$ cat src/rtl/vga_pkg.sv
// Shared 720p timing constants, pattern/direction types and the colour-bar palette
// for the VGA output stage.
package vga_pkg;

  localparam int H_ACTIVE = 1280;
  localparam int H_FP     = 110;
  localparam int H_SYNC   = 40;
  localparam int H_BP     = 220;
  localparam int V_ACTIVE = 720;
  localparam int V_FP     = 5;
  localparam int V_SYNC   = 5;
  localparam int V_BP     = 20;
  localparam int BOX_EDGE = 64;
  localparam int BOX_MOVE = 4;

  typedef enum logic [1:0] {PAT_BARS, PAT_GRID, PAT_BOX, PAT_SOLID} pattern_e;
  typedef enum logic {DIR_INC, DIR_DEC} dir_e;
  typedef logic [11:0] rgb_t;

  // Ten 128-pixel bars; anything past the last bar is black.
  function automatic rgb_t bar_color(input logic [3:0] idx);
    case (idx)
      4'd0:    return 12'hFFF;
      4'd1:    return 12'hFF0;
      4'd2:    return 12'h0FF;
      4'd3:    return 12'h0F0;
      4'd4:    return 12'hF0F;
      4'd5:    return 12'hF00;
      4'd6:    return 12'h00F;
      4'd7:    return 12'h000;
      4'd8:    return 12'h888;
      4'd9:    return 12'h444;
      default: return 12'h000;
    endcase
  endfunction

endpackage

$ cat src/rtl/vga_box_mover.sv
// One axis of the bouncing box: ping-pongs between 0 and MAX in STEP increments,
// advancing once per frame tick.
module vga_box_mover
  import vga_pkg::*;
#(
  parameter int MAX  = H_ACTIVE - BOX_EDGE,
  parameter int STEP = BOX_MOVE
) (
  input  logic        clk,
  input  logic        reset_n,
  input  logic        frame_tick,
  output logic [10:0] pos
);

  dir_e        dir;
  logic [11:0] pos_inc;

  // One extra bit so the increment can never wrap before being compared to MAX.
  assign pos_inc = {1'b0, pos} + 12'(STEP);

  // NOTE: state registers use non-blocking assignments so every flop samples
  // pre-edge values, independent of statement order.
  always_ff @(posedge clk or negedge reset_n) begin
    if (!reset_n) begin
      dir <= DIR_INC;
      pos <= '0;
    end else if (frame_tick) begin
      case (dir)
        DIR_INC: begin
          if (pos_inc >= 12'(MAX)) begin
            pos <= 11'(MAX);
            dir <= DIR_DEC;
          end else begin
            pos <= pos_inc[10:0];
          end
        end
        DIR_DEC: begin
          if (pos <= 11'(STEP)) begin
            pos <= '0;
            dir <= DIR_INC;
          end else begin
            pos <= pos - 11'(STEP);
          end
        end
        default: dir <= DIR_INC;
      endcase
    end
  end

endmodule

$ cat src/rtl/vga_pixel_out.sv
// VGA output stage: registers the counter position, decodes syncs, generates a
// selectable test pattern and drives aligned sync/DE/RGB pins two clocks later.
module vga_pixel_out
  import vga_pkg::*;
#(
  parameter int IMAGE_WIDTH   = H_ACTIVE,
  parameter int HFP_WIDTH     = H_FP,
  parameter int HSYNCH_WIDTH  = H_SYNC,
  parameter int HBP_WIDTH     = H_BP,
  parameter int IMAGE_HEIGHT  = V_ACTIVE,
  parameter int VFP_HEIGHT    = V_FP,
  parameter int VSYNCH_HEIGHT = V_SYNC,
  parameter int VBP_HEIGHT    = V_BP,
  parameter bit SYNC_POL      = 1'b1,
  parameter int BOX_SIZE      = BOX_EDGE,
  parameter int BOX_STEP      = BOX_MOVE
) (
  input  logic        clk,
  input  logic        reset_n,
  input  logic [31:0] H_pos,
  input  logic [31:0] V_pos,
  input  logic        valid_video,
  input  logic [1:0]  pattern_sel,
  output logic        hsync,
  output logic        vsync,
  output logic        de,
  output logic [3:0]  red,
  output logic [3:0]  green,
  output logic [3:0]  blue
);

  localparam int HS_START = IMAGE_WIDTH + HFP_WIDTH;
  localparam int HS_END   = HS_START + HSYNCH_WIDTH;
  localparam int H_TOTAL  = HS_END + HBP_WIDTH;
  localparam int VS_START = IMAGE_HEIGHT + VFP_HEIGHT;
  localparam int VS_END   = VS_START + VSYNCH_HEIGHT;
  localparam int V_TOTAL  = VS_END + VBP_HEIGHT;
  localparam int MAX_X    = IMAGE_WIDTH - BOX_SIZE;
  localparam int MAX_Y    = IMAGE_HEIGHT - BOX_SIZE;

  logic [31:0] h1, v1;
  logic        valid1, hs1, vs1;
  logic [1:0]  sel_meta, sel_sync;
  pattern_e    mode_q;
  logic        frame_tick;
  logic [10:0] box_x, box_y;
  logic        in_box;
  rgb_t        color;

  // Stage 1: capture position and decode sync windows (limited to the frame).
  always_ff @(posedge clk or negedge reset_n) begin
    if (!reset_n) begin
      h1     <= '0;
      v1     <= '0;
      valid1 <= 1'b0;
      hs1    <= 1'b0;
      vs1    <= 1'b0;
    end else begin
      h1     <= H_pos;
      v1     <= V_pos;
      valid1 <= valid_video;
      hs1    <= (H_pos >= 32'(HS_START)) && (H_pos < 32'(HS_END)) && (H_pos < 32'(H_TOTAL));
      vs1    <= (V_pos >= 32'(VS_START)) && (V_pos < 32'(VS_END)) && (V_pos < 32'(V_TOTAL));
    end
  end

  assign frame_tick = (v1 == 32'(IMAGE_HEIGHT)) && (h1 == '0);

  // The switches are asynchronous; mode only changes at the top of vertical blanking.
  always_ff @(posedge clk or negedge reset_n) begin
    if (!reset_n) begin
      sel_meta <= '0;
      sel_sync <= '0;
      mode_q   <= PAT_BARS;
    end else begin
      sel_meta <= pattern_sel;
      sel_sync <= sel_meta;
      if (frame_tick) mode_q <= pattern_e'(sel_sync);
    end
  end

  vga_box_mover #(.MAX(MAX_X), .STEP(BOX_STEP)) u_box_x (
    .clk       (clk),
    .reset_n   (reset_n),
    .frame_tick(frame_tick),
    .pos       (box_x)
  );

  vga_box_mover #(.MAX(MAX_Y), .STEP(BOX_STEP)) u_box_y (
    .clk       (clk),
    .reset_n   (reset_n),
    .frame_tick(frame_tick),
    .pos       (box_y)
  );

  assign in_box = (h1 >= 32'(box_x)) && (h1 < 32'(box_x) + 32'(BOX_SIZE)) &&
                  (v1 >= 32'(box_y)) && (v1 < 32'(box_y) + 32'(BOX_SIZE));

  // NOTE: color gets a default before the case so no path leaves it unassigned,
  // which would otherwise infer a latch.
  always_comb begin
    color = 12'h000;
    unique case (mode_q)
      PAT_BARS:  color = bar_color(h1[10:7]);
      PAT_GRID:  color = ((h1[5:0] == 6'd0) || (v1[5:0] == 6'd0)) ? 12'hFFF : 12'h000;
      PAT_BOX:   color = in_box ? 12'hFFF : 12'h008;
      PAT_SOLID: color = 12'h0F0;
    endcase
  end

  // Stage 2: every pin comes straight from a flop, so syncs are glitch-free.
  always_ff @(posedge clk or negedge reset_n) begin
    if (!reset_n) begin
      hsync              <= ~SYNC_POL;
      vsync              <= ~SYNC_POL;
      de                 <= 1'b0;
      {red, green, blue} <= '0;
    end else begin
      hsync              <= hs1 ? SYNC_POL : ~SYNC_POL;
      vsync              <= vs1 ? SYNC_POL : ~SYNC_POL;
      de                 <= valid1;
      {red, green, blue} <= valid1 ? color : 12'h000;
    end
  end

endmodule
$ cat config.mk
export PLATFORM = sky130hd
export DESIGN_NAME = vga_pixel_out
export DESIGN_NICKNAME = d
export VERILOG_FILES = /design/src/rtl/vga_pkg.sv /design/src/rtl/vga_box_mover.sv /design/src/rtl/vga_pixel_out.sv
export SDC_FILE = /design/constraint.sdc
export NUM_CORES = 1
export LEC_CHECK = 0
export CAP_MARGIN = 5
export CORE_MARGIN = 4
export CORE_UTILIZATION = 55
export DETAILED_ROUTE_END_ITERATION = 16
export GPL_TIMING_DRIVEN = 1
export PLACE_DENSITY = 0.81
export SLEW_MARGIN = 20
export SYNTH_ARGS = -nofsm -noshare
export SYNTH_HDL_FRONTEND = slang
export SYNTH_HIERARCHICAL = 1
export SYNTH_SLANG_ARGS = --single-unit
$ cat constraint.sdc
create_clock -name clk -period 7.7 [get_ports clk]
set_input_delay 0.77 -clock clk [delete_from_list [all_inputs] [get_ports clk]]
set_output_delay 0.77 -clock clk [all_outputs]
set_load 0.01 [all_outputs]
Word level (Yosys, flattened, before mapping)
Memory sizes are Yosys's and may differ from the RTL's.
Index checks and enable logic that the tools add are counted.
{"block": "classes", "reduce_logical": 13, "order_cmp": 14, "bitwise": 2, "eq_ne": 4, "addsub": 6, "n_mux": 18}
{"op": "greater-or-equal comparator 32 x 11 -> 1 bit", "n": 2}
{"op": "less-than comparator 32 x 10 -> 1 bit, second input constant", "n": 2}
{"op": "less-than comparator 32 x 11 -> 1 bit, second input constant", "n": 2}
{"op": "less-than comparator 32 x 12 -> 1 bit", "n": 2}
{"op": "one-hot mux 12 bit (4 select lines)", "n": 1}
{"op": "two-way mux 11 bit", "n": 4}
{"op": "one-hot mux 11 bit (2 select lines)", "n": 2}
{"op": "two-way mux 12 bit", "n": 3}
{"op": "== test 32 x 10 -> 1 bit, second input constant", "n": 1}
{"op": "greater-or-equal comparator 32 x 10 -> 1 bit, second input constant", "n": 1}
{"op": "greater-or-equal comparator 32 x 11 -> 1 bit, second input constant", "n": 1}
{"op": "logical NOT 32 bit", "n": 1}
{"op": "adder 11 x 3 -> 12 bit, second input constant", "n": 2}
{"op": "adder 11 x 7 -> 12 bit, second input constant", "n": 2}
{"op": "less-or-equal comparator 11 x 3 -> 1 bit, second input constant", "n": 2}
{"op": "subtractor 11 x 3 -> 11 bit, second input constant", "n": 2}
{"op": "greater-or-equal comparator 12 x 10 -> 1 bit, second input constant", "n": 1}
{"op": "greater-or-equal comparator 12 x 11 -> 1 bit, second input constant", "n": 1}
{"op": "logical NOT 6 bit", "n": 2}
{"op": "logical AND 1 bit", "n": 8}
{"op": "two-way mux 1 bit", "n": 6}
{"op": "== test 2 bit, second input constant", "n": 2}
{"op": "one-hot mux 1 bit (2 select lines)", "n": 2}
{"op": "== test 2 x 1 -> 1 bit, second input constant", "n": 1}
{"op": "other kinds (3)", "n": 4}
{"block": "totals", "register_bits": 112, "mem_bits_ro": 192, "inputBits": 69, "wordCells": 76, "memories": 1, "output_inout_bits": 15}
{"name": "(no name shown)", "words": 16, "word_bits": 12, "read_ports": 1, "rd_clocked_by_memory_dff": 0, "write_ports": 0, "line": "vga_pkg.sv:22", "source": "case (idx)"}

Depth between registers and ports, before layout
Gate-level depths: netlist of the first run.
{"block": "depth", "depth_word": 8, "ltp_mapped": 11}

Hierarchy
Netlist of the first run, hierarchy kept.
{"module": "vga_pixel_out", "n_inst": 1, "area_each_um2": 3703.6, "cells_per_inst": 310}
{"module": "vga_box_mover (u_box_x)", "n_inst": 1, "area_each_um2": 1049.8, "cells_per_inst": 132}
{"module": "vga_box_mover (u_box_y)", "n_inst": 1, "area_each_um2": 908.4, "cells_per_inst": 121}

Worst setup path before layout of the first run
Ideal clock, no wire load.
{"block": "synth_path", "path_kind": "register -> register", "start": "reg u_box_y.pos[8]", "end": "reg blue[2]", "path_stages_with_launch": 11, "arrival_ns": 2.832, "period_less_slack_ns": 2.910, "setup_slack_ns": 4.790, "required_time_ns": 7.622, "path_cell_list": "dfrtp_1 inv_1 nor3_1 nand3_1 ha_1 or4b_1 a221oi_2 o21ai_1 or4_1 o41a_1 a21oi_1"}
{"block": "synth_between", "elab_chain_len": 6, "word_cells_on_any_way": 8}
{"element": "start, declared", "line": "vga_box_mover.sv:12", "source": "output logic [10:0] pos"}
{"element": "start signal, assigned", "line": "vga_box_mover.sv:31", "source": "pos <= 11'(MAX);"}
{"element": "start signal, assigned", "line": "vga_box_mover.sv:34", "source": "pos <= pos_inc[10:0];"}
{"element": "start signal, assigned", "line": "vga_box_mover.sv:42", "source": "pos <= pos - 11'(STEP);"}
{"element": "adder 11 x 7 -> 12 bit or greater-or-equal comparator 32 x 11 -> 1 bit (tied branches)", "line": "vga_pixel_out.sv:97", "source": "(v1 >= 32'(box_y)) && (v1 < 32'(box_y) + 32'(BOX_SIZE));"}
{"element": "less-than comparator 32 x 12 -> 1 bit or logical AND 1 bit (tied branches)", "line": "vga_pixel_out.sv:97, vga_pixel_out.sv:96"}
{"element": "logical AND 1 bit (*)", "line": "vga_pixel_out.sv:97"}
{"element": "two-way mux 12 bit (*)", "line": "vga_pixel_out.sv:106", "source": "PAT_BOX: color = in_box ? 12'hFFF : 12'h008;"}
{"element": "one-hot mux 12 bit (4 select lines) (*)", "line": "vga_pixel_out.sv:103", "source": "unique case (mode_q)"}
{"element": "two-way mux 12 bit (*)", "line": "vga_pixel_out.sv:122", "source": "{red, green, blue} <= valid1 ? color : 12'h000;"}
{"element": "end signal, assigned", "line": "vga_pixel_out.sv:122"}
{"element": "end, declared", "line": "vga_pixel_out.sv:29", "source": "output logic [3:0] blue"}
Mark *: on every way between the ends. The rest lies on a longest branch, timed or not.
A chain may end at the register's enable or synchronous reset.

Worst setup path in the final report of the first run
{"block": "layout_path", "start": "reg h1[12]", "end": "reg u_box_y.pos[5]"}
{"block": "layout_between", "elab_chain_len": 2}
{"element": "start, declared", "line": "vga_pixel_out.sv:41", "source": "logic [31:0] h1, v1;"}
{"element": "start signal, assigned", "line": "vga_pixel_out.sv:59", "source": "h1 <= H_pos;"}
{"element": "logical NOT 32 bit", "line": "vga_pixel_out.sv:67", "source": "assign frame_tick = (v1 == 32'(IMAGE_HEIGHT)) && (h1 == '0);"}
{"element": "logical AND 1 bit", "line": "vga_pixel_out.sv:67"}
{"element": "named net frame_tick", "line": "vga_pixel_out.sv:45", "source": "logic frame_tick;"}
The timed path passes the listed nets, and every way through them passes these cells.

==> reports/summary.txt, run 1 <==
status -> complete, no violations
clock root cell -> clkbuf_8
share of cells above drive strength 1 -> 0.05836
initial core utilization -> 0.5713
Final Instance Area -> 0.006644 mm²
Leak Pwr -> 2.701 nW
Core Rows -> 36
Final ANT Viol Nets -> 0
vias -> 4609
number of top-level pins -> 84
Mapped Area -> 0.005662 mm²
mean post-synth cell area -> 10.06 µm²
EDFF count, synth -> 0
final hold violation count -> 0
Tmin final -> 3.678 ns
core area -> 0.009910 mm²
Setup Buffers After CTS -> 0
Sequential cell area -> 0.002628 mm²
Slew headroom -> 0.3842
pin count of the biggest net entering global routing -> 89
Tot GR Track Use -> 0.2482
Final Skew -> 0.01380 ns
GRT busiest layer -> met2
placed cell area -> 0.006456 mm²
Max Clock Freq -> 271.9 MHz
DRC viols -> 0
CP delay by family, top -> simple AND/OR/NAND/NOR gates
clk sinks -> 105
CP arrival -> 3.98 ns
Antenna diodes -> 0
chip height -> 109.5 µm
Mapped Cells -> 563
crit end category -> register
CTS tree -> done
fillers -> 784
RSZ-0062 raised after global routing -> false
total congestion overflow -> 0
yosys synthesis warning count -> 6
hpwl dp -> 10450 µm
Final period util -> 0.4777
DR WL/cell -> 18.14 µm
WS Path Type -> reg2reg
die width -> 109.5 µm
Worst IR Drop VDD -> 0.0001117 V
critical-path cell list -> nor4_1, nand4_1, nor3_1, nand2_1, inv_1, clkinv_1, or4b_2, nand3_1
WP data required -> 8.01 ns
min-delay worst type -> in2async
Max clock buf depth -> 2
Largest stage delay, worst path -> 0.73 ns
vias in the first global route -> 4716
CTS buffer count -> 9
Main synth FF type -> dfrtp_1
first-pass GRT wire length -> 23120 µm
met3 Track Usage GR -> 0.04698
Seq cells post-synth -> 105
crit-path max FO -> 35
CP startpoint kind -> register
DR pass1 iterations -> 5
GP Congestion -> 0.8748
Fin Setup TNS -> 0 ns
hold buffer count at cts -> 0
worst skew pair latency -> 0.37 ns
WP buf/inv -> 2
grt met1 use -> 0.3136
initial antenna violation count -> 0
Area growth, synth to finish -> 17.35%
Power Total -> 1.008 mW
final net count -> 741
met2 Track Usage GR -> 0.4337
area occupied by multi-input gates -> 0.002688 mm²
die area -> 0.01198 mm²
Slowest-stage cell, CP -> or4b_2
synth unique cells -> 81
Port Buffer Count -> 83
max-cap violations -> 0
routed wire length -> 13910 µm
measured slew at the worst slew-check pin -> 0.9227 ns
pwr dens -> 151.7 mW/mm²
vias per inst -> 6.009
Setup-failing EPs final -> 0
CTS resizes -> 0
drt initial violations -> 221
fin. max-slew vios -> 0
H-tree depth -> 3
Clock transition at path regs -> 0.11 ns
asr flop ratio synth -> 1.000
sequential-to-total area share from yosys stat -> 0.4641
[cells by family (layout without fill, tap and decap cells)]
group,count (synthesis),in the layout,share of synthesized area
compound gates,135,135,0.1642
xor+xnor,10,10,0.01547
fa+ha+maj,42,42,0.09282
buf+inv,67,136,0.06254
flops,105,105,0.4641
mux,4,4,0.007514
other cells,2,4,0.001326
simple gates,198,198,0.1920
[synthesized netlist by cell type, types with 7 or more instances]
cell	instances	area share
dfrtp_1	105	0.46
nand2_1	48	0.032
ha_1	42	0.093
inv_1	36	0.024
a21oi_1	32	0.028
o21ai_0	28	0.025
nor2_1	27	0.018
nor4_1	23	0.025
nor3_1	22	0.019
nand3_1	15	0.013
nand4_1	13	0.014
o21ai_1	10	0.0088
buf_4	9	0.012
buf_6	8	0.016
buf_2	7	0.0062
[final timing paths]
check,from,endpoint,slack [ns],cells after the start
setup / recovery,h1[12],u_box_y/pos[5],4.02,8
hold / removal,reset_n,sel_sync[1],0.24,1
setup reg to reg,h1[12],u_box_y/pos[5],4.02,8
hold reg to reg,vs1,vsync,0.36,0
max in group asynchronous,reset_n,u_box_x/pos[8],6.43,2
min in group clk,vs1,vsync,0.36,0
[per-layer routing]
| metal | vias up | part of all wire |
|---|---|---|
| li1 | 2207 | - |
| met3 | 20 | 0.055 |
| met5 | - | 0 |
| met2 | 132 | 0.51 |
| met1 | 2250 | 0.42 |
| met4 | 0 | 0.017 |
[final cells by class]
class                           instances  share of cell area
Tap cell                              133             0.02505
Timing Repair Buffer                   84              0.1264
Inverter                               37             0.02090
Clock inverter                          6            0.009040
Multi-Input combinational cell        393              0.4045
Sequential cell                       105              0.3955
Clock buffer                            9             0.01864
[state kept, by name, indices dropped and copies added, names as in the netlist, 2 cells and up]
register and flops:
red 3, sel_meta 2, green 3, blue 3, u_box_x/pos 9, mode_q 2, h1 32, v1 32
u_box_y/pos 9, sel_sync 2
[report_power, final]
| part | switching (mW) | internal [mW] | leakage [nW] |
|---|---|---|---|
| Sequential | 0.0126 | 0.572 | 1.30 |
| Clock | 0.201 | 0.124 | 0.0952 |
| Combinational | 0.0441 | 0.0546 | 1.31 |
| Total | 0.257 | 0.751 | 2.70 |
[through the flow]
stage / worst slack (ns) / hold WS, ns / std cells / utilization
6_report: 4.022 / 0.2372 / 767 / 0.6705
3_5_place_dp: 4.155 / 0.3347 / 752 / 0.6515
2_1_floorplan: 4.790 / 0.3312 / 565 / -
5_1_grt: 3.576 / 0.2334 / 767 / 0.6705
4_1_cts: 4.081 / 0.2334 / 767 / 0.6701
3_3_place_gp: 4.225 / 0.3325 / 752 / 0.6515
[placed cells by master (no fill, tap or decap), drive strengths merged, types with 4 or more instances in the layout]
cell type      Yosys  final
or3                5      5
nand4             13     13
nor3b              5      5
xor2               4      4
nor3              22     22
a221o              6      6
conb               2      4
nor4              24     24
and3               4      4
dfrtp            105    105
clkdlybuf4s50      0     82
o31ai              5      5
xnor2              6      6
clkbuf             5      9
o211ai             4      4
nor2              27     27
nand2             48     48
clkinv             1      4
nand3             17     17
ha                42     42
o21ai             38     38
a21o               5      5
and2               5      5
or4                7      7
a2111oi            5      5
o21a               4      4
inv               36     39
a21oi             33     33
Power figures use the tool's default switching activity.
==> run 2: changes to the inputs <==
clock period = 3.65 ns   (was 7.7 ns; I/O delays follow)
==> run 2 against run 1 <==
Effect of this change:
- worst setup slack lost 3.6 ns
- clock power up 110%
- die area did not move
- non-clock buffer count up 6
- design area rose by 0.66%
- maximum frequency rose by 13%
- register-to-register slack got worse by 3.6 ns
- first-iteration DRC count grew 24%
- utilization increased by 0.44 points
- critical path depth increased by 2
==> reports/summary.txt, run 2 (synthesis results as in run 1) <==
status -> complete, no violations
pin count of the biggest net entering global routing -> 61 (-31%)
Area growth, synth to finish -> 18.12%
Worst Hold Slack -> 0.05014 ns (-0.1871 ns)
drt initial violations -> 275 (+24%)
R2R cell count -> 10 (+2)
Tmin final -> 3.248 ns (-0.4305 ns)
CTS resizes -> 0 (unchanged)
final hold violation count -> 0 (unchanged)
area occupied by multi-input gates -> 0.002688 mm² (unchanged)
CTS tree -> done
final net count -> 747 (+0.81%)
CP arrival -> 3.54 ns (-0.44 ns)
placed cell area -> 0.006501 mm² (+0.70%)
worst skew pair latency -> 0.37 ns (about the same)
vias per inst -> 5.970 (-0.65%)
CP startpoint kind -> register
chip height -> 109.5 µm (unchanged)
H-tree depth -> 3 (unchanged)
Largest regs -> h1 (32), v1 (32)
critical-path cell list -> inv_1, nor3_1, nand3_1, ha_1, or4b_1, a221oi_2, o21ai_1, or4_1, o41a_1, a21oi_1
Final ANT Viol Nets -> 0 (unchanged)
WS Path Type -> reg2reg
Final Skew -> 0.01045 ns (-0.003354 ns)
Core Rows -> 36 (unchanged)
Slew headroom -> 0.3662 (-0.01795)
commonest non-fill, non-tap cell in the layout -> dfrtp_1
DR pass1 iterations -> 5 (unchanged)
DRC viols -> 0 (unchanged)
min-delay worst type -> in2async
max-cap violations -> 0 (unchanged)
fillers -> 767 (-2.2%)
crit end category -> register
WP data required -> 3.95 ns (-4.06 ns)
pwr dens -> 318.7 mW/mm² (+110%)
Largest stage delay, worst path -> 0.55 ns (-0.18 ns)
crit-path max FO -> 12 (-66%)
initial antenna violation count -> 0 (unchanged)
Fin Setup TNS -> 0 ns (unchanged)
Worst IR Drop VDD -> 0.0002515 V (+130%)
total congestion overflow -> 0 (unchanged)
Power Total -> 2.132 mW (+110%)
routed wire length -> 13760 µm (-1.1%)
Critical Path Stages -> 10 (+2)
vias in the first global route -> 4576 (-3.0%)
clk sinks -> 105 (unchanged)
Final Instance Area -> 0.006688 mm² (+0.66%)
vias -> 4615 (+0.13%)
fin. max-slew vios -> 0 (unchanged)
Clock transition at path regs -> 0.10 ns (about the same)
Tot GR Track Use -> 0.2380 (-0.01018)
Sequential cell area -> 0.002628 mm² (unchanged)
Port Buffer Count -> 83 (unchanged)
DR WL/cell -> 17.80 µm (-1.8%)
CTS buffer count -> 9 (unchanged)
hold buffer count at cts -> 0 (unchanged)
hpwl dp -> 10560 µm (+1.0%)
Max clock buf depth -> 2 (unchanged)
clock root cell -> clkbuf_8
die area -> 0.01198 mm² (unchanged)
Antenna diodes -> 0 (unchanged)
Max Clock Freq -> 307.9 MHz (+13%)
measured slew at the worst slew-check pin -> 0.9450 ns (+0.02225 ns)
Setup-failing EPs final -> 0 (unchanged)
core area -> 0.009910 mm² (unchanged)
die width -> 109.5 µm (unchanged)
Slowest-stage cell, CP -> dfrtp_1
GP Congestion -> 0.9101 (+4.0%)
RSZ-0062 raised after global routing -> false
first-pass GRT wire length -> 22350 µm (-3.3%)
Final period util -> 0.8898 (+0.4121)
Leak Pwr -> 2.733 nW (+1.2%)
most frequent cells in the layout -> dfrtp_1 (105), clkdlybuf4s50_1 (82), nand2_1 (48)
initial core utilization -> 0.5713 (unchanged)
number of top-level pins -> 84 (unchanged)
R2R setup slack -> 0.40 ns (-3.62 ns)
share of cells above drive strength 1 -> 0.06719 (+0.008828)
WP buf/inv -> 1 (-1)
CP delay by family, top -> simple AND/OR/NAND/NOR gates
Setup Buffers After CTS -> 0 (unchanged)
run 2: per-layer routing:
layer  part of all wire  track usage
met4              0.014      0.06322
met1               0.42       0.2962
met3              0.039      0.04169
met5                  0            0
met2               0.52       0.4263
run 2: final cells by class:
type | instances | share of cell area
sequential | 105 | 0.3929
timing repair buffer | 90 | 0.1317
inverter | 37 | 0.02077
clock inverter | 5 | 0.007297
tap | 133 | 0.02488
multi-input combinational | 393 | 0.4019
clock buffer | 10 | 0.02058
run 2: path summary, 6_finish.rpt:
kind | startpoint | to
max reg2reg | u_box_y/pos[7] | red[1]
max in group asynchronous | reset_n | vs1
min reg2reg | sel_meta[1] | sel_sync[1]
max | u_box_y/pos[7] | red[1]
min | reset_n | h1[12]
min in group clk | sel_meta[1] | sel_sync[1]
run 2: through the flow:
step / setup slack, ns / std cells / utilization
finish: 0.4021 / 773 / 0.6749
global route: 0.1720 / 773 / 0.6749
CTS: 0.3975 / 773 / 0.6749
detailed placement: 0.4312 / 758 / 0.6561
global placement: 0.5265 / 758 / 0.6561
floorplan: 0.7403 / 565 / -
run 2: power by group:
group	switching, mW	internal (mW)	leakage, nW
combinational	0.0928	0.116	1.34
clock	0.412	0.278	0.0968
sequential	0.0271	1.21	1.30
